==> config.mk <==
export PLATFORM = sky130hd
export DESIGN_NAME = regfile_mp
export DESIGN_NICKNAME = d
export VERILOG_FILES = /design/src/rtl/regfile_mp.sv
export SDC_FILE = /design/constraint.sdc
export NUM_CORES = 1
export LEC_CHECK = 0
export CAP_MARGIN = 20
export CELL_PAD_IN_SITES_DETAIL_PLACEMENT = 0
export CELL_PAD_IN_SITES_GLOBAL_PLACEMENT = 1
export CORE_ASPECT_RATIO = 1.75
export CORE_MARGIN = 2
export CORE_UTILIZATION = 30
export CTS_CLUSTER_SIZE = 28
export DETAILED_ROUTE_END_ITERATION = 10
export PLACE_DENSITY = 0.48
export SLEW_MARGIN = 10
export SYNTH_ARGS = -nofsm -noshare
export SYNTH_HDL_FRONTEND = slang
export SYNTH_SLANG_ARGS = --single-unit
==> constraint.sdc <==
create_clock -name clk -period 2.1 [get_ports clk]
set_input_delay 0.42 -clock clk [delete_from_list [all_inputs] [get_ports clk]]
set_output_delay 0.42 -clock clk [all_outputs]
set_load 0.01 [all_outputs]
==> src/rtl/regfile_mp.sv <==
// rtl/regfile_mp.sv - multi-port register file with bypass, write-error flag and clear sweep
// Reads are registered; a clear sweep zeroes one register per cycle while busy is high.
module regfile_mp #(
   parameter  int N        = 8,
   parameter  int R        = 32,
   parameter  int RP       = 2,
   parameter  int ZERO_REG = 0,
   localparam int RR       = $clog2(R)
) (
   input  logic            clk,
   input  logic            rst,
   input  logic [N-1:0]    data_in,
   input  logic [RR-1:0]   reg_id_w,
   input  logic            wr,
   input  logic [RP*RR-1:0] reg_id_r,
   input  logic [RP-1:0]   rd_en,
   input  logic            clr,
   output logic [RP*N-1:0] data_out,
   output logic [RP-1:0]   rd_valid,
   output logic            busy,
   output logic            wr_err
);

   typedef enum logic {S_IDLE, S_CLEAR} state_t;

   localparam logic [RR:0]   R_LIM    = (RR+1)'(R);
   localparam logic [RR-1:0] LAST_IDX = RR'(R - 1);

   state_t          state_q, state_d;
   logic [RR-1:0]   idx_q, idx_d;
   logic [N-1:0]    mem_q [R];
   logic [N-1:0]    mem_d [R];
   logic [RP*N-1:0] dout_q, dout_d;
   logic [RP-1:0]   vld_q, vld_d;
   logic            err_q, err_d;

   logic            wr_in_range;
   logic            wr_zero;
   logic            wr_ok;
   logic [N-1:0]    rd_word [RP];

   assign wr_in_range = ({1'b0, reg_id_w} < R_LIM);
   assign wr_zero     = (ZERO_REG != 0) && (reg_id_w == '0);
   assign wr_ok       = (state_q == S_IDLE) && wr && !clr && wr_in_range && !wr_zero;

   // Each port sees the accepted same-edge write ahead of the stored contents.
   for (genvar k = 0; k < RP; k++) begin : g_rd
      logic [RR-1:0] rd_addr;
      logic          rd_zero;
      assign rd_addr = reg_id_r[k*RR +: RR];
      assign rd_zero = ({1'b0, rd_addr} >= R_LIM) || ((ZERO_REG != 0) && (rd_addr == '0));
      assign rd_word[k] = rd_zero                       ? '0      :
                          (wr_ok && reg_id_w == rd_addr) ? data_in :
                                                           mem_q[rd_addr];
   end

   always_comb begin
      state_d = state_q;
      idx_d   = idx_q;
      mem_d   = mem_q;
      dout_d  = dout_q;
      vld_d   = '0;
      err_d   = 1'b0;
      case (state_q)
         S_IDLE: begin
            err_d = wr && (clr || !wr_in_range);
            for (int k = 0; k < RP; k++) begin
               if (rd_en[k]) begin
                  vld_d[k]          = 1'b1;
                  dout_d[k*N +: N]  = rd_word[k];
               end
            end
            if (wr_ok) begin
               mem_d[reg_id_w] = data_in;
            end
            if (clr) begin
               state_d = S_CLEAR;
               idx_d   = '0;
            end
         end
         S_CLEAR: begin
            err_d        = wr;
            mem_d[idx_q] = '0;
            if (idx_q == LAST_IDX) begin
               state_d = S_IDLE;
               idx_d   = '0;
            end else begin
               idx_d = idx_q + 1'b1;
            end
         end
         default: begin
            state_d = S_IDLE;
            idx_d   = '0;
         end
      endcase
   end

   always_ff @(posedge clk or negedge rst) begin
      if (!rst) begin
         state_q <= S_IDLE;
         idx_q   <= '0;
         dout_q  <= '0;
         vld_q   <= '0;
         err_q   <= 1'b0;
         for (int i = 0; i < R; i++) begin
            mem_q[i] <= '0;
         end
      end else begin
         state_q <= state_d;
         idx_q   <= idx_d;
         dout_q  <= dout_d;
         vld_q   <= vld_d;
         err_q   <= err_d;
         mem_q   <= mem_d;
      end
   end

   assign data_out = dout_q;
   assign rd_valid = vld_q;
   assign busy     = (state_q == S_CLEAR);
   assign wr_err   = err_q;

endmodule

### Yosys cells after proc, flatten, opt, wreduce, memory -nomap -nowiden

Cells that the tools add are included.

| storage, ports and cells | value |
|---|---|
| flip-flop bits (word level) | 281 |
| latch bits | 0 |
| bits in writable memories | 0 |
| memory bits (read-only) | 0 |
| input bits | 29 |
| output and inout bits | 20 |
| memories kept | 0 |

| cells by class | value |
|---|---|
| add/subtract/negate cells | 1 |
| multipliers | 0 |
| div/mod/pow operators | 0 |
| magnitude comparators | 6 |
| equal/unequal tests | 5 |
| shift-type cells | 0 |
| multiplexer cells | 25 |
| bitwise logic cells | 7 |
| reductions and logical operators | 10 |

Operators by type and width:

| cell | number |
|---|---|
| $pmux 256 s2 | 1 |
| $and 256x256->256 | 1 |
| $bwmux 256 | 1 |
| $mux 256 | 1 |
| $not 256->256 | 1 |
| $bmux 8 s5 | 2 |
| $demux 8 s5 | 2 |
| $mux 8 | 8 |
| $ge 6x6->1 const B | 4 |
| $not 5->6 | 4 |
| $lt 6x1->1 const B | 2 |
| $eq 5x5->1 | 2 |
| $mux 5 | 2 |
| $pmux 5 s2 | 1 |
| $logic_and 1x1->1 | 7 |
| $add 5x1->5 const B | 1 |
| $eq 5x5->1 const B | 1 |
| $mux 1 | 4 |
| $ne 2x2->1 const B | 2 |
| $pmux 1 s2 | 2 |
| $reduce_and 2->1 | 2 |
| $mux 2 | 1 |
| $logic_not 1->1 | 1 |
| $not 1->1 | 1 |

### Depth between registers and ports, before layout

| depth | value |
|---|---|
| depth in word-level cells | 8 |
| mapped depth | 10 |
| depth with buffers taken out | 6 |

### Worst setup path after synthesis

OpenSTA, ideal clock, no wires.

| timing path | value |
|---|---|
| path type | input -> register |
| from | input port reg_id_r[0] |
| to | register dout_q[6], in the netlist data_out[6] |
| library setup time | 0.126 ns |
| arrival time | 2.018 ns |
| data required time | 1.974 ns |
| setup slack | -0.044 ns |
| stages | 7 |
| cell sequence | buf_6 > buf_8 > buf_2 > mux4_2 > mux2i_1 > o2111ai_1 > a221o_1 |

| on the way | value |
|---|---|
| word-level cells in the longest chain between the ends | 5 |

RTL lines:

| element | RTL line | text |
|---|---|---|
| from (decl) | 15 | `input logic [RP*RR-1:0] reg_id_r,` |
| $not 5->6 (not written as such) | 54 | `mem_q[rd_addr];` |
| $bmux 8 s5 | 54 |  |
| $mux 8 (not written as such) (2 in a row) | 54 |  |
| $mux 8 * | 53 | `(wr_ok && reg_id_w == rd_addr) ? data_in :` |
| to (signal assigned) | 111 | `dout_q <= dout_d;` |
| to (decl) | 33 | `logic [RP*N-1:0] dout_q, dout_d;` |

Every way passes the cells marked *; elsewhere a longest branch is shown, timed or not. The select of a mux whose other input is x is not followed.
A chain may end at the register's enable or synchronous reset.

### Worst setup path in the final report

| timing path | value |
|---|---|
| from | register mem_q[51] (netlist name) |
| to | register dout_q[3], in the netlist data_out[3] |

| on the way | value |
|---|---|
| word-level cells in the longest chain between the ends | 4 |

RTL lines:

| element | RTL line | text |
|---|---|---|
| from (decl) | 31 | `logic [N-1:0] mem_q [R];` |
| from (signal assigned) | 114 | `mem_q <= mem_d;` |
| $bmux 8 s5 | 54 |  |
| $mux 8 (not written as such) (2 in a row) | 54 |  |
| $mux 8 | 53 |  |

No other way between the ends. The select of a mux whose other input is x is not followed.

==> out/metrics.cfg <==
[run_status]
status = finished, violations left
violations = negative setup slack

[route]
drc = 0
totalWireLength_um = 65380
first_pass_iters = 5
wl_met3_um = 2804
first_iter_violations = 1015
routedWlPerCell_um = 32.56
num_vias = 11920
vias_per_cell = 5.934
highest_layer = met4
final_antenna_net_count = 0
wl_met1_um = 25490
met2_wirelength_um = 33750

[finish]
drive_gt1_frac = 0.3368
fin_nets = 1365
diodes = 0
post-route-util = 0.3899
final_cells = 2008
area_growth_pct = 28.43
final_common_cell = dfrtp_1
final_cell_mix = dfrtp_1, a22o_1, buf_4, mux4_2, nor2_1
nFillCells = 4658
final_area_um2 = 18950

[synthesis]
synth_edf_count = 0
synthDistinctLibCells = 59
ys_seq_area_frac = 0.4766
synthArstFlopShare = 1.000
avgSynthCellArea_um2 = 13.28
yosysTopAreaCell = dfrtp_1
syn-num-nets = 1145
netlist.area_leader.share = 0.4766
yosys-top-cells-area = dfrtp_1, mux4_2, a22o_1
yosysWarnings = 0
dominantRegCellSynth = dfrtp_1
ys_ff_latch = 281
synth_cells = 1111
netlist_area_um2 = 14760

[floorplanning]
start_util = 0.3036
coreArea_um2 = 48600
rows = 107
die_w_um = 171.6
ios = 49
die_area_um2 = 51040
die_h_um = 297.4

[worst_setup_path]
arrival_ns = 2.60
crit_type = flop to flop
crit_path_end_kind = flop
worstPathRequired_ns = 2.57
reg2reg_slack_ns = -0.02
critPathMaxFanout = 2
cp-start-kind = flop

[grt]
grt_overflow = 0
grt_pass1_vias = 12460
grt_max_degree = 53
antenna_found_initial = 2
grt_usage = 0.2591
grt_pass1_wl_um = 94210

[power_and_ir_drop]
p_per_area_nw_per_um2 = 895.9
seqPwrFrac = 0.391
power_mw = 16.98
p_sw_mw = 5.579
p_clk_frac = 0.345
p_leak_nw = 8.392
ir_worst_vdd_v = 0.0006316
p_int_mw = 11.40
p_comb_frac = 0.265
swShare = 0.3286

[clock_network]
clockBufferDepth = 3
path_clk_slew_ns = 0.07
clkSinkCount = 281
clock_latency_ns = 0.60
htreeDepth = 1
root_buffer = clkbuf_16
cts_tree = done
numCtsBuffers = 30

[flow_run]
cap_violations = 0

[timing]
rsz0062_at_grt = yes
hold_violations = 0
slew_headroom = 0.4173
setup_violations = 2
worst_slack_ns = -0.02345
worst_slew_pin_slew_ns = 0.8741
fmax_mhz = 470.9
clock_skew_ns = 0.01242
final.min_clock_period_ns = 2.123
drv_slew = 0
timing.final.crit_share = 1.011

[place]
place_hpwl_um = 48110
placed_area_um2 = 17690
dp.cells = 1942
place_congestion = 0.9001
numPortBuffers = 48

[worst_hold_path]
hp-class = primary input to async pin

## stage by stage
step	setup TNS (ns)	worst slack, ns	hold WS (ns)
4_1_cts	0	0.001773	0.3132
2_1_floorplan	-0.04344	-0.01448	0.1244
3_3_place_gp	-127.41	-0.7380	0.3661
6_report	-0.02349	-0.02345	0.3236
3_5_place_dp	-129.24	-0.7711	0.3661
5_1_grt	-0.06216	-0.02288	0.3527
## layer usage
layer | track usage | up-vias
met1 | 0.3258 | 6431
met5 | 0 | -
met2 | 0.4476 | 430
li1 | - | 4940
met3 | 0.02355 | 114
met4 | 0.1162 | 0
## state kept, by name, summed over array words and instances (netlist names)
register	flops
idx_q	5
rd_valid	2
data_out	16
wr_err	1
busy	1
mem_q	256
## cell usage after synthesis (6+ instances only)
| master | number |
|---|---|
| buf_2 | 18 |
| buf_4 | 12 |
| a221o_1 | 6 |
| nor2b_1 | 12 |
| nor2_1 | 56 |
| a21oi_1 | 43 |
| a22o_1 | 258 |
| a31oi_1 | 6 |
| mux2_2 | 6 |
| mux4_2 | 109 |
| and3_1 | 6 |
| nand2_1 | 23 |
| xnor2_1 | 8 |
| buf_1 | 10 |
| o21ai_0 | 11 |
| nand3_1 | 11 |
| mux2i_1 | 30 |
| nor3_1 | 14 |
| mux4_1 | 9 |
| nand2b_1 | 10 |
| inv_1 | 9 |
| a22oi_1 | 18 |
| buf_6 | 6 |
| clkbuf_1 | 45 |
| and2_1 | 10 |
| a221oi_1 | 7 |
| o22ai_1 | 8 |
| dfrtp_1 | 281 |
## power by group through the flow
stage               Combinational [mW]  Clock, mW  Sequential (mW)
floorplan                         2.01          0             6.50
global placement                  4.29          0             6.72
detailed placement                4.30          0             6.72
CTS                               4.43       5.97             6.63
global route                      4.71       6.15             6.69
finish                            4.49       5.85             6.64
## cell families after synthesis
group	synth area share
adders and majority gates	0.004240
and+or+nand+nor	0.05529
AOI/OAI and AO/OA	0.2146
buffers and inverters	0.03485
xor gates and xnor gates	0.007123
DFF	0.4766
muxes	0.2073
## area by class of cell
cell class	instances	area, µm²	share of cell area
sequential	281	7033	0.3711
timing repair buffer	280	2674	0.1411
tap	654	818.3	0.04318
clock inverter	17	205.2	0.01083
inverter	12	45.04	0.002377
clock buffer	38	852.1	0.04496
multi-input combinational	726	7323	0.3864
## critical path, stage by stage (launching register included)
cell and delay [ns]:
dfrtp_1 0.39, mux4_2 0.56, mux4_2 0.52, nor2b_1 0.14, a2111oi_0 0.09, a221o_1 0.29
## path summary, 6_finish.rpt
kind	startpoint	to	depth (start not counted)
max in group asynchronous	rst	busy	3
max reg2reg	mem_q[51]	data_out[3]	5
min in group clk	data_in[2]	data_out[2]	3
min	rst	mem_q[216]	2
max	mem_q[51]	data_out[3]	5
min reg2reg	mem_q[150]	mem_q[150]	1
## timing repair
action | in CTS | in global routing
endpoints found under the setup margin | 145 | 88
resized for setup | 23 | 18
setup buffers | 7 | 3
endpoints found under the hold margin | 35 | 0
hold buffers | 1 | 0
pin swaps | 1 | 1
Note: power is estimated with default switching activity, not from simulation.
==> variant 1, RTL diff (same settings) <==
Make the reset (`rst`) synchronous in one clocked block.
--- a/src/rtl/regfile_mp.sv
+++ b/src/rtl/regfile_mp.sv
@@ -95,7 +95,7 @@
       endcase
    end
 
-   always_ff @(posedge clk or negedge rst) begin
+   always_ff @(posedge clk) begin
       if (!rst) begin
          state_q <= S_IDLE;
          idx_q   <= '0;
Function: differs if rst is asserted again (counterexample within 4 cycles, from zero or initial values and one cycle with rst low); with rst held inactive, the same outputs for 4 cycles.
==> variant 1 against the original RTL <==
- wire length rose by 10%
- setup slack improved by 33 ps
- clock skew rose by 8.7 ps
- sequential share of layout area fell by 8.2 points
- non-clock buffer count rose by 27
- via count rose by 11%
- sequential cell count did not move
- synthesized area rose by 2.8%
- highest routed layer unchanged
- design area rose by 2.9%
- cell count rose by 14%
Power is not compared: it rests on default switching activity, and its combinational part moved more than twofold at a synthesized area within 25%.
==> variant 1: results (changes against the original RTL) <==
set qor(global_route.usage.total_pct) 27.1 ;# +1.2 points
set qor(buffers) 307 ;# +9.6%
set qor(grt_max_degree) 63 ;# +19%
set qor(antenna_cells_inserted) 1 ;# +1
set qor(synthTopCellsByArea) {dfxtp_1 (37%), mux4_2 (17%), a22oi_1 (13%)}
set qor(postSynth.asyncResetShare_pct) 0 ;# -100 points
set qor(route.detailed.wl_per_inst_um) 31.3 ;# -3.9%
set qor(post-place-cells) 2244 ;# +16%
set qor(finish.utilization_pct) 38.8 ;# -0.15 points
set qor(clock_skew_ps) 21.1 ;# +8.69 ps
set qor(clock_buffers) 41 ;# +7.9%
set qor(via_count_of_the_first_global_routing_pass) 13500 ;# +8.3%
set qor(place_hpwl_mm) 54.4 ;# +13%
set qor(avg_cell_area_syn_sq_um) 10.8 ;# -19%
set qor(global_route_wire_length_before_repair_mm) 102 ;# +8.2%
set qor(antenna_violations_before_repair) 1 ;# -1
set qor(slew_at_the_pin_with_the_worst_max_slew_slack_ps) 903 ;# +29.2 ps
set qor(layout.buffer.nonclock.area_share_pct) 15.2 ;# +1.1 points
set qor(worstHoldPathType) {input pin to flip-flop}
set qor(finalNetCount) 1644 ;# +20%
set qor(crit_path_max_fanout) 3 ;# +1
set qor(synthesis.yosys.warnings) 0 ;# unchanged
set qor(place_area_sq_um) 18300 ;# +3.6%
set qor(synth.cells.most_frequent) {dfxtp_1 (281), nor2b_1 (262), a22oi_1 (256)}
set qor(drive_gt1_share_pct) 32.8 ;# -0.88 points
set qor(die_w_um) 174 ;# +1.4%
set qor(post_synth_num_cell_types) 53 ;# -10%
set qor(seqAreaFraction_pct) 28.9 ;# -8.2 points
set qor(cp_data_arrival_time_ps) 2560 ;# -40 ps
set qor(status) {finished, final reports clean}
set qor(ys.flop_type) {dfxtp_1}
set qor(mappedNetlistNets) 1437 ;# +26%
set qor(preCtsSetupSlack_ps) -1070 ;# -300 ps
set qor(num-nonclk-inverters) 3 ;# -9
set qor(multiInputCombCellCount) 987 ;# +36%
set qor(routed_wirelength_mm) 71.9 ;# +10%
set qor(clock_buf_inv_share_pct) 4.91 ;# -0.67 points
set qor(viasPerCell) 5.74 ;# -3.3%
set qor(cpPeakStageDelay_ps) 530 ;# -30 ps
==> variant 1: repair_timing <==
item                       in CTS  in global routing
resized for setup              26                 20
buffers inserted                0                  0
hold buffers                    0                  0
setup endpoints to repair      97                 83
pin swaps                       1                  0
==> variant 1: final timing paths <==
| path | startpoint | to | slack (ps) | depth (start not counted) |
|---|---|---|---|---|
| setup / recovery | mem_q[149]$_SDFFE_PN0P_ | data_out[5]$_SDFFE_PN0P_ | 10 | 5 |
| hold / removal | rst | wr_err$_SDFF_PN0_ | 280 | 3 |
| setup reg to reg | mem_q[149]$_SDFFE_PN0P_ | data_out[5]$_SDFFE_PN0P_ | 10 | 5 |
| hold reg to reg | data_out[3]$_SDFFE_PN0P_ | data_out[3]$_SDFFE_PN0P_ | 500 | 2 |
==> variant 1: cell families after synthesis <==
kind of cell	Yosys count	synth area share (%)
xor+xnor	11	0.635
flops	281	37.1
simple gates	434	19.3
fa+ha+maj	5	0.412
compound gates	385	17.7
mux	152	20.7
buf+inv	135	4.21
==> variant 1: power by group through the flow <==
| stage | Sequential, mW | Combinational (mW) | Clock (mW) |
|---|---|---|---|
| after global routing | 5.42 | 1.67 | 5.67 |
| after floorplan | 5.53 | 0.769 | 0 |
| final | 5.41 | 1.61 | 5.38 |
| after detailed placement | 5.54 | 1.58 | 0 |
| after CTS | 5.42 | 1.59 | 5.49 |
| after global placement | 5.53 | 1.57 | 0 |
==> variant 1: metal layers <==
layer | vias up | GRT usage, % | share of wire (%)
li1 | 5835 | - | -
met1 | 6717 | 29.0 | 36
met2 | 454 | 49.5 | 51
met3 | 175 | 3.66 | 4.7
met4 | 0 | 18.4 | 8.0
met5 | - | 0 | 0
==> variant 2, RTL diff (same settings) <==
Made on the original files. `ZERO_REG`: 0 -> 1.
--- a/src/rtl/regfile_mp.sv
+++ b/src/rtl/regfile_mp.sv
@@ -4,7 +4,7 @@
    parameter  int N        = 8,
    parameter  int R        = 32,
    parameter  int RP       = 2,
-   parameter  int ZERO_REG = 0,
+   parameter  int ZERO_REG = 1,
    localparam int RR       = $clog2(R)
 ) (
    input  logic            clk,
Function: changed (Yosys sat finds a counterexample within 4 cycles, from zero or initial values and one cycle with rst low).
==> variant 2 against the original RTL <==
- sequential power increased by 29%
- maximum frequency increased by 3.8%
- via count increased by 1.5%
- clock power about the same
- wire length decreased by 3.5%
- setup slack improved by 77 ps
- hold slack got worse by 33 ps
- synthesized area increased by 2.2%
- die area increased by 2.2%
- power increased by 22%
- register-to-register slack improved by 170 ps
- sequential cell count unchanged
- design area decreased by 1.6%
- critical endpoint is now data_out[6]
==> variant 2: results (changes against the original RTL) <==
set qor(drive_gt1_share_pct) 25.1 ;# -8.6 points
set qor(antenna_violations_before_repair) 0 ;# -2
set qor(reg2reg_setup_slack_ps) 150 ;# +170 ps
set qor(dr.first_iter.drc_count) 902 ;# -11%
set qor(synth.cells.most_frequent) {nand2_1 (339), dfrtp_1 (281), o21ai_0 (153)}
set qor(post_synth_num_cell_types) 44 ;# -25%
set qor(met1_length_mm) 23.8 ;# -6.7%
set qor(groute.layer.met2.usage_pct) 44.7 ;# -0.046 points
set qor(ff2ff_path_depth) 9 ;# +4
set qor(routed_wirelength_mm) 63.1 ;# -3.5%
set qor(gp_congestion) 0.873 ;# -3.0%
set qor(layout_worst_path_cycle_share_pct) 97.5 ;# -3.7 points
set qor(worstHoldPathType) {input pin to flip-flop}
set qor(reg2reg_from) {busy$_DFF_PN0_}
set qor(global_route_wire_length_before_repair_mm) 92.1 ;# -2.2%
set qor(finalNetCount) 1567 ;# +15%
set qor(route.met2.wl_mm) 33.4 ;# -1.2%
set qor(yosysSeqAreaShare_pct) 46.6 ;# -1.0 points
set qor(status) {finished, final reports clean}
set qor(mappedNetlistNets) 1418 ;# +24%
set qor(critical-path-top-delay-family) {buffers and inverters}
set qor(synth_xor_xnor_area_share_pct) 0.697 ;# -0.015 points
set qor(grt_max_degree) 56 ;# +5.7%
set qor(cpPeakStageDelay_ps) 590 ;# +30 ps
set qor(global_route.usage.total_pct) 24.4 ;# -1.5 points
set qor(r2r-end) {mem_q[8]$_DFFE_PN0P_}
set qor(cp_data_arrival_time_ps) 1630 ;# -970 ps
set qor(place_area_sq_um) 17500 ;# -0.83%
set qor(groute.layer.met1.usage_pct) 28.4 ;# -4.2 points
set qor(post_cts_resized) 3 ;# -87%
set qor(synthTopCellsByArea) {dfrtp_1 (47%), mux4_2 (19%), nand2_1 (8.4%)}
set qor(critPathLaunch) {data_out[6]$_DFFE_PN0P_}
set qor(postCtsSetupRepairBufs) 0 ;# -7
set qor(viasPerCell) 5.46 ;# -8.0%
set qor(avg_cell_area_syn_sq_um) 10.9 ;# -18%
set qor(vias_after_detailed_routing) 12100 ;# +1.5%
set qor(synth_compound_area_share_pct) 15.3 ;# -6.2 points
set qor(cp-endpoint) {data_out[6]}
==> variant 2: power by group through the flow <==
stage	Combinational [mW]	Clock [mW]	Sequential, mW
after floorplan	3.61	0	7.97
after global placement	6.28	0	8.61
after detailed placement	6.35	0	8.65
after CTS	6.37	6.02	8.56
after global routing	6.79	6.20	8.75
final	6.30	5.84	8.54
==> variant 2: final cells by class <==
class	instances	area share, %
Multi-Input combinational cell	979	40.1
Sequential cell	281	37.7
Timing Repair Buffer	230	11.9
Clock buffer	44	4.69
Tap cell	660	4.43
Clock inverter	11	0.967
Inverter	11	0.222
==> variant 2: stage by stage <==
stage	power, mW	setup TNS [ps]	hold WS [ps]
floorplan	11.6	0	124
global placement	14.9	-68050	386
detailed placement	15.0	-71330	388
CTS	21.0	0	262
global route	21.7	0	298
finish	20.7	0	290
==> variant 2: logic make-up after synthesis <==
logic type | Yosys count
muxes | 132
and+or+nand+nor | 475
xor gates and xnor gates | 12
DFF | 281
buffers and inverters | 124
adders and majority gates | 5
AOI/OAI and AO/OA | 355
